`config.mk`:
```
export PLATFORM = sky130hd
export DESIGN_NAME = sdk_fifo_bridge
export DESIGN_NICKNAME = d
export VERILOG_FILES = /design/src/rtl/sdk_fifo_bridge.sv
export SDC_FILE = /design/constraint.sdc
export NUM_CORES = 1
export LEC_CHECK = 0
export CAP_MARGIN = 40
export CORE_MARGIN = 3
export CORE_UTILIZATION = 40
export CTS_CLUSTER_SIZE = 12
export DETAILED_ROUTE_END_ITERATION = 6
export GPL_ROUTABILITY_DRIVEN = 0
export MAX_ROUTING_LAYER = met4
export SYNTH_ARGS = -nofsm -noshare
export SYNTH_HDL_FRONTEND = slang
export SYNTH_SLANG_ARGS = --single-unit
```
`constraint.sdc`:
```
create_clock -name SDK_CLK -period 3.6 [get_ports SDK_CLK]
set_input_delay 1.08 -clock SDK_CLK [delete_from_list [all_inputs] [get_ports SDK_CLK]]
set_output_delay 1.08 -clock SDK_CLK [all_outputs]
set_load 0.01 [all_outputs]
```
`src/rtl/sdk_fifo_bridge.sv`:
```
// FPGA-side end of the SDK FIFO handshake: a host->harness downlink FIFO and a
// harness->host uplink FIFO with show-ahead reads. Optional sticky error flags under SDK_FIFO_ERR_EN.

module sdk_fifo_core #(
    parameter int WIDTH      = 16,
    parameter int DEPTH_LOG2 = 4
) (
    input  logic                  clk,
    input  logic                  rst_n,
    input  logic                  i_push,
    input  logic [WIDTH-1:0]      i_push_data,
    input  logic                  i_pop,
    output logic [WIDTH-1:0]      o_head,
    output logic [DEPTH_LOG2:0]   o_count
);
    localparam int DEPTH = 1 << DEPTH_LOG2;
    localparam logic [DEPTH_LOG2:0]   CNT_ZERO = (DEPTH_LOG2+1)'(0);
    localparam logic [DEPTH_LOG2:0]   CNT_ONE  = (DEPTH_LOG2+1)'(1);
    localparam logic [DEPTH_LOG2:0]   CNT_FULL = (DEPTH_LOG2+1)'(DEPTH);
    localparam logic [DEPTH_LOG2-1:0] PTR_ZERO = DEPTH_LOG2'(0);
    localparam logic [DEPTH_LOG2-1:0] PTR_ONE  = DEPTH_LOG2'(1);

    logic [WIDTH-1:0]      r_mem [DEPTH];
    logic [DEPTH_LOG2-1:0] r_wptr;
    logic [DEPTH_LOG2-1:0] r_rptr;
    logic [DEPTH_LOG2:0]   r_count;
    logic                  w_push_ok;
    logic                  w_pop_ok;

    // Fullness uses the pre-edge count, so a same-cycle pop never frees a slot for the push.
    assign w_push_ok = i_push && (r_count < CNT_FULL);
    assign w_pop_ok  = i_pop  && (r_count != CNT_ZERO);

    assign o_head  = (r_count != CNT_ZERO) ? r_mem[r_rptr] : {WIDTH{1'b0}};
    assign o_count = r_count;

    // Storage write; contents are intentionally not reset.
    always_ff @(posedge clk) begin
        if (w_push_ok) begin
            r_mem[r_wptr] <= i_push_data;
        end
    end

    // Pointer and occupancy tracking.
    always_ff @(posedge clk or negedge rst_n) begin
        if (!rst_n) begin
            r_wptr  <= PTR_ZERO;
            r_rptr  <= PTR_ZERO;
            r_count <= CNT_ZERO;
        end else begin
            if (w_push_ok) begin
                r_wptr <= r_wptr + PTR_ONE;
            end
            if (w_pop_ok) begin
                r_rptr <= r_rptr + PTR_ONE;
            end
            case ({w_push_ok, w_pop_ok})
                2'b10:   r_count <= r_count + CNT_ONE;
                2'b01:   r_count <= r_count - CNT_ONE;
                default: r_count <= r_count;
            endcase
        end
    end
endmodule

module sdk_fifo_bridge #(
    parameter int WIDTH        = 16,
    parameter int DEPTH_LOG2   = 4,
    parameter int AFULL_MARGIN = 4
) (
    input  logic             SDK_CLK,
    input  logic             SDK_RSTN,
    input  logic             SDK_RD,
    output logic [WIDTH-1:0] SDK_DI,
    output logic             SDK_Empty,
    output logic             SDK_AlmostEmpty,
    input  logic             SDK_WR,
    input  logic [WIDTH-1:0] SDK_DO,
    output logic             SDK_AlmostFull,
    input  logic             host_wr_en,
    input  logic [WIDTH-1:0] host_wr_data,
    output logic             host_wr_full,
    input  logic             host_rd_en,
    output logic [WIDTH-1:0] host_rd_data,
    output logic             host_rd_empty,
    output logic             err_ovf,
    output logic             err_udf
);
    localparam int DEPTH = 1 << DEPTH_LOG2;
    localparam logic [DEPTH_LOG2:0] CNT_ZERO = (DEPTH_LOG2+1)'(0);
    localparam logic [DEPTH_LOG2:0] CNT_ONE  = (DEPTH_LOG2+1)'(1);
    localparam logic [DEPTH_LOG2:0] CNT_FULL = (DEPTH_LOG2+1)'(DEPTH);
    localparam logic [DEPTH_LOG2:0] AFULL_C  = (DEPTH_LOG2+1)'(AFULL_MARGIN);

    logic [DEPTH_LOG2:0] w_dl_count;
    logic [DEPTH_LOG2:0] w_ul_count;

    sdk_fifo_core #(.WIDTH(WIDTH), .DEPTH_LOG2(DEPTH_LOG2)) u_downlink (
        .clk         (SDK_CLK),
        .rst_n       (SDK_RSTN),
        .i_push      (host_wr_en),
        .i_push_data (host_wr_data),
        .i_pop       (SDK_RD),
        .o_head      (SDK_DI),
        .o_count     (w_dl_count)
    );

    sdk_fifo_core #(.WIDTH(WIDTH), .DEPTH_LOG2(DEPTH_LOG2)) u_uplink (
        .clk         (SDK_CLK),
        .rst_n       (SDK_RSTN),
        .i_push      (SDK_WR),
        .i_push_data (SDK_DO),
        .i_pop       (host_rd_en),
        .o_head      (host_rd_data),
        .o_count     (w_ul_count)
    );

    // AlmostEmpty at count<=1 guarantees a harness popping while it is low sees another word.
    assign SDK_Empty       = (w_dl_count == CNT_ZERO);
    assign SDK_AlmostEmpty = (w_dl_count <= CNT_ONE);
    assign host_wr_full    = (w_dl_count == CNT_FULL);
    assign host_rd_empty   = (w_ul_count == CNT_ZERO);
    assign SDK_AlmostFull  = ((CNT_FULL - w_ul_count) <= AFULL_C);

`ifdef SDK_FIFO_ERR_EN
    logic r_err_ovf;
    logic r_err_udf;
    logic w_ovf_evt;
    logic w_udf_evt;

    assign w_ovf_evt = (host_wr_en && host_wr_full) || (SDK_WR && (w_ul_count == CNT_FULL));
    assign w_udf_evt = (SDK_RD && SDK_Empty) || (host_rd_en && host_rd_empty);

    // Sticky error capture, cleared only by reset.
    always_ff @(posedge SDK_CLK or negedge SDK_RSTN) begin
        if (!SDK_RSTN) begin
            r_err_ovf <= 1'b0;
            r_err_udf <= 1'b0;
        end else begin
            r_err_ovf <= r_err_ovf | w_ovf_evt;
            r_err_udf <= r_err_udf | w_udf_evt;
        end
    end

    assign err_ovf = r_err_ovf;
    assign err_udf = r_err_udf;
`else
    assign err_ovf = 1'b0;
    assign err_udf = 1'b0;
`endif
endmodule

```
After elaboration in Yosys (flattened, before gate mapping)

Memories as Yosys holds them, arrays and structs flattened.
Index checks and enable logic that the tools add are counted.

Memories: 2
Memory bits (read-only): 0
Input bits: 38
Latch bits: 0
Register bits after elaboration: 26
Output and inout port bits: 39
Word-level logic and storage cells: 44
RAM bits: 512

Memory list:

| name             | words | width | rd ports | clocked after memory_dff | wr ports | line | RTL |
|---|---|---|---|---|---|---|---|
| u_downlink.r_mem | 16    | 16    | 1        | 0                        | 1        | 23   | `logic [WIDTH-1:0] r_mem [DEPTH];` |
| u_uplink.r_mem   | 16    | 16    | 1        | 0                        | 1        | 23   |  |

Bitwise gates (word level): 0
Muxes and demuxes: 8
Shift-type cells: 0
Equal/unequal tests: 5
Multipliers: 0
Reduce and logical (&&, ||, !) cells: 10
$add $sub $neg: 9
Div/mod/pow operators: 0
Magnitude comparators: 4

Operators with widths:

| kind                  | number |
|---|---|
| $mux W16              | 2 |
| $pmux W5 S2           | 2 |
| $add A4 B1 Y4 const B | 4 |
| $add A5 B1 Y5 const B | 2 |
| $logic_not A5 Y1      | 2 |
| $lt A5 B5 Y1 const B  | 2 |
| $reduce_bool A5 Y1    | 2 |
| $sub A5 B1 Y5 const B | 2 |
| $eq A5 B5 Y1 const B  | 1 |
| $le A5 B1 Y1 const B  | 1 |
| $le A5 B3 Y1 const B  | 1 |
| $sub A5 B5 Y5 const A | 1 |
| $eq A2 B1 Y1 const B  | 2 |
| $eq A2 B2 Y1 const B  | 2 |
| $logic_and A1 B1 Y1   | 4 |
| $mux W1               | 4 |
| $reduce_bool A2 Y1    | 2 |

Depth between registers and ports, before layout

Depth after elaboration: 4
Gate-level depth with buffers: 14
Depth with buffers taken out: 12

By module

From an unflattened synthesis, not the netlist that was laid out.

Cell total of the unflattened synthesis: 988
Area total of the unflattened synthesis: 21319.2 µm²

Modules (own cells, without submodules):

| module          | area each (µm²) | instances | seq. area each (µm²) | cells an instance |
|---|---|---|---|---|
| sdk_fifo_core   | 10608.9         | 2         | 8012.7               | 488 |
| sdk_fifo_bridge | 101.3           | 1         | 0.0                  | 12 |

Worst setup path after synthesis

OpenSTA, ideal clock, no wires.

Path kind: input to register
Start point: input SDK_WR
End point: memory u_uplink.r_mem[3][0], enable pin
Data required time: 3.170 ns
Path slack: -0.007 ns
Setup time: 0.430 ns
Data arrival time: 3.177 ns
Buffers on the path: 0
Stages on the path: 4
Path through: inv_1 a211oi_4 inv_4 nor4_1

Word-level cells in the longest chain between the ends: 3

RTL lines:

| item                          | line | RTL |
|---|---|---|
| start, declared               | 77   | `input logic SDK_WR,` |
| $logic_and A1 B1 Y1           | 31   | `assign w_push_ok = i_push && (r_count < CNT_FULL);` |
| $mux W1                       | 39   | `if (w_push_ok) begin` |
| $mux W1 (implied by the code) | 40   | `r_mem[r_wptr] <= i_push_data;` |
| end, declared                 | 23   |  |

No other way between the ends.

Worst setup path after layout

Start point: register u_uplink.r_count[2], in the netlist u_uplink.o_count[2]
End point: output host_rd_data[11]

Word-level cells in the longest chain between the ends: 2

RTL lines:

| item                   | line | RTL |
|---|---|---|
| start, declared        | 26   | `logic [DEPTH_LOG2:0] r_count;` |
| start signal, assigned | 58   | `2'b10: r_count <= r_count + CNT_ONE;` |
| start signal, assigned | 59   | `2'b01: r_count <= r_count - CNT_ONE;` |
| start signal, assigned | 60   | `default: r_count <= r_count;` |
| $reduce_bool A5 Y1     | 34   | `assign o_head = (r_count != CNT_ZERO) ? r_mem[r_rptr] : {WIDTH{1'b0}};` |
| $mux W16               | 34   |  |
| end, declared          | 84   | `output logic [WIDTH-1:0] host_rd_data,` |

No other way between the ends.

==> metrics.csv <==
metric;value;unit
row count;83;
antenna-violating nets left;0;
Final Hold Fails;0;
status;completed;
I/O pin cnt;77;
DRC viols;0;
WS Path Type;flip-flop to output pin;
largest net degree at the start of global routing;30;
Layout fillers;4239;
Gate Count Post-Synth;1093;
Worst slew margin;57.9;%
most used flip-flop cell after synthesis;edfxtp_1;
Iter 0 DRT Violations;719;
final setup fails;0;
Yosys cell types;44;
Num CTS Buffers;55;
PwrDens;797;nW/um^2
multi-input logic area;5210;um^2
post-synthesis sequential area ratio;75.5;%
dpl hpwl;28.4;mm
most frequent cells in the layout;edfxtp_1, mux2i_1, mux4_2;
die area;55900;um^2
Pleak;0.00875;uW
CTS tree;yes;
Yosys reg bits;538;
crit path time final;3.54;ns
Final Util;49.5;%
Post-synth ARST share;4.83;%
clk buf depth;3;
final setup TNS;0;ns
Setup Skew;0.0200;ns
design area;25700;um^2
WP data arrival;2.46;ns
commonest non-fill, non-tap cell in the layout;edfxtp_1;
warnings from Yosys;0;
first-pass GRT wire length;71.4;mm
Area Growth Syn to Fin;21.1;%
Skew-Pair Late Insertion Delay;0.61;ns
Chip Width;236;um
Area after DPL;23600;um^2
H-tree Lvls;2;
port bufs;74;
Placed Cells;1879;
Crit. End Element;output pin;
total gr overflow;0;
Min-Delay Path Class;flip-flop to flip-flop;
max cap viols;0;
initial antenna violation count;1;
vias in the first global route;11097;
Post-synth EDFFs;512;
final period utilization;98.4;%
fin nets;1325;
CP max FO;16;
vias per inst;5.42;
Initial Util;40.9;%
GRT Overall Usage;17.5;%
post-route insts no fill;1982;
worst endpoint required time;2.52;ns
clk sinks;538;
FF+latch area;16000;um^2
clock root cell;clkbuf_16;
Die Height;236;um
Final Slew Violations;0;
Total Routed Length;47.4;mm
R2R Setup Slk;0.72;ns
worst vdd ir;430;uV
Core Box Area;51900;um^2
routed len/inst;23.9;um
via count;10736;
layout cell share with drive strength beyond 1;27.0;%
synthesized cell area;21200;um^2
drt pass-1 iters;5;
CP Launch Type;flip-flop;
RSZ-0062 raised after global routing;true;
clock-pin slew on the worst setup and hold paths;0.06;ns
post-synthesis average cell area;19.4;um^2
Peak Freq;282;MHz
worst slew pin tran;0.632;ns
==> path summary, 6_finish.rpt <==
path / from / endpoint / cells after the start
max in group asynchronous: SDK_RSTN / u_uplink.r_rptr[0] / 2
worst max register to register: u_uplink.o_count[2] / u_uplink.o_count[4] / 11
min in group asynchronous: SDK_RSTN / u_downlink.o_count[0] / 2
worst min-delay path: u_downlink.o_count[3] / u_downlink.o_count[3] / 1
worst max-delay path: u_uplink.o_count[2] / host_rd_data[11] / 9
worst min register to register: u_downlink.o_count[3] / u_downlink.o_count[3] / 1
==> per-layer routing <==
| metal | vias to the layer above | routed length (um) | global-route usage [%] |
|---|---|---|---|
| li1 | 4762 | - | - |
| met1 | 5623 | 20300 | 22.8 |
| met2 | 285 | 23800 | 28.5 |
| met3 | 66 | 2270 | 2.98 |
| met4 | 0 | 977 | 5.00 |
| met5 | - | 0 | - |
==> layout make-up <==
type	count	share of cell area, %
flip-flops and latches	538	62.4
clock buffers	73	5.85
multi-input cells	478	20.3
well taps	680	3.31
clock inverters	17	0.754
repair buffers	179	7.18
diodes	1	0.00973
inverters	16	0.253
==> Yosys cell counts (15+ instances only) <==
cell type / count / share of area, %
a22oi_1: 49 / 1.7
buf_2: 21 / 0.49
clkbuf_1: 32 / 0.57
dfrtp_1: 26 / 3.1
edfxtp_1: 512 / 72
ha_1: 19 / 1.1
inv_1: 15 / 0.27
mux2i_1: 132 / 6.2
mux4_2: 78 / 8.3
nand2_1: 29 / 0.51
nand3_1: 16 / 0.38
nor2_1: 23 / 0.41
o21ai_0: 21 / 0.49
==> stage by stage <==
step	power, uW	worst slack (ns)	hold WS (ns)
floorplan	11900	-0.00712	0.468
finish	20500	0.0577	0.576
CTS	20700	-0.0504	0.549
detailed placement	14800	0.115	0.501
global placement	14700	0.143	0.497
global route	21500	-0.0516	0.602
==> critical path: stages (launching register included) <==
cell      delay (ns)
dfrtp_1         0.37
or4_4           0.55
inv_4           0.08
ha_4            0.15
nand2b_4        0.13
buf_12          0.15
a221oi_1        0.06
o21ai_1         0.09
nand2_1         0.10
buf_2           0.16
==> state kept, by name (all words and copies together) (netlist names) <==
name / flops
u_uplink.o_count: 5
u_uplink.r_rptr: 4
u_downlink.r_wptr: 4
u_uplink.r_wptr: 4
u_uplink.r_mem: 256
u_downlink.o_count: 5
u_downlink.r_rptr: 4
u_downlink.r_mem: 256
==> report_power, final <==
group / total, uW / internal, uW / switching (uW) / leakage [uW]
Clock: 5410 / 3130 / 2290 / 0.000820
Sequential: 7790 / 7470 / 328 / 0.00492
Combinational: 7270 / 3470 / 3810 / 0.00301
Total: 20500 / 14100 / 6420 / 0.00875
==> cells by family (layout without fill, tap and decap cells) <==
logic type	after synthesis	count (layout)	synth area share, %
other	1	3	0.0177
multiplexers	213	213	14.7
buffers and inverters	78	285	1.60
AO/OA/AOI/OAI	101	101	3.26
flip-flops	538	538	75.5
adder cells (fa/ha/maj)	19	19	1.12
AND/OR/NAND/NOR	119	119	2.90
XOR/XNOR	24	24	0.990
==> repair_timing <==
item / CTS / global route
pin swaps: 6 / 5
setup endpoints to repair: 33 / 28
gates cloned: 5 / 0
endpoints found under the hold margin: 0 / 0
resized for setup: 150 / 33
buffers inserted: 5 / 3
hold buffers: 0 / 0
Note: power is estimated with default switching activity, not from simulation.
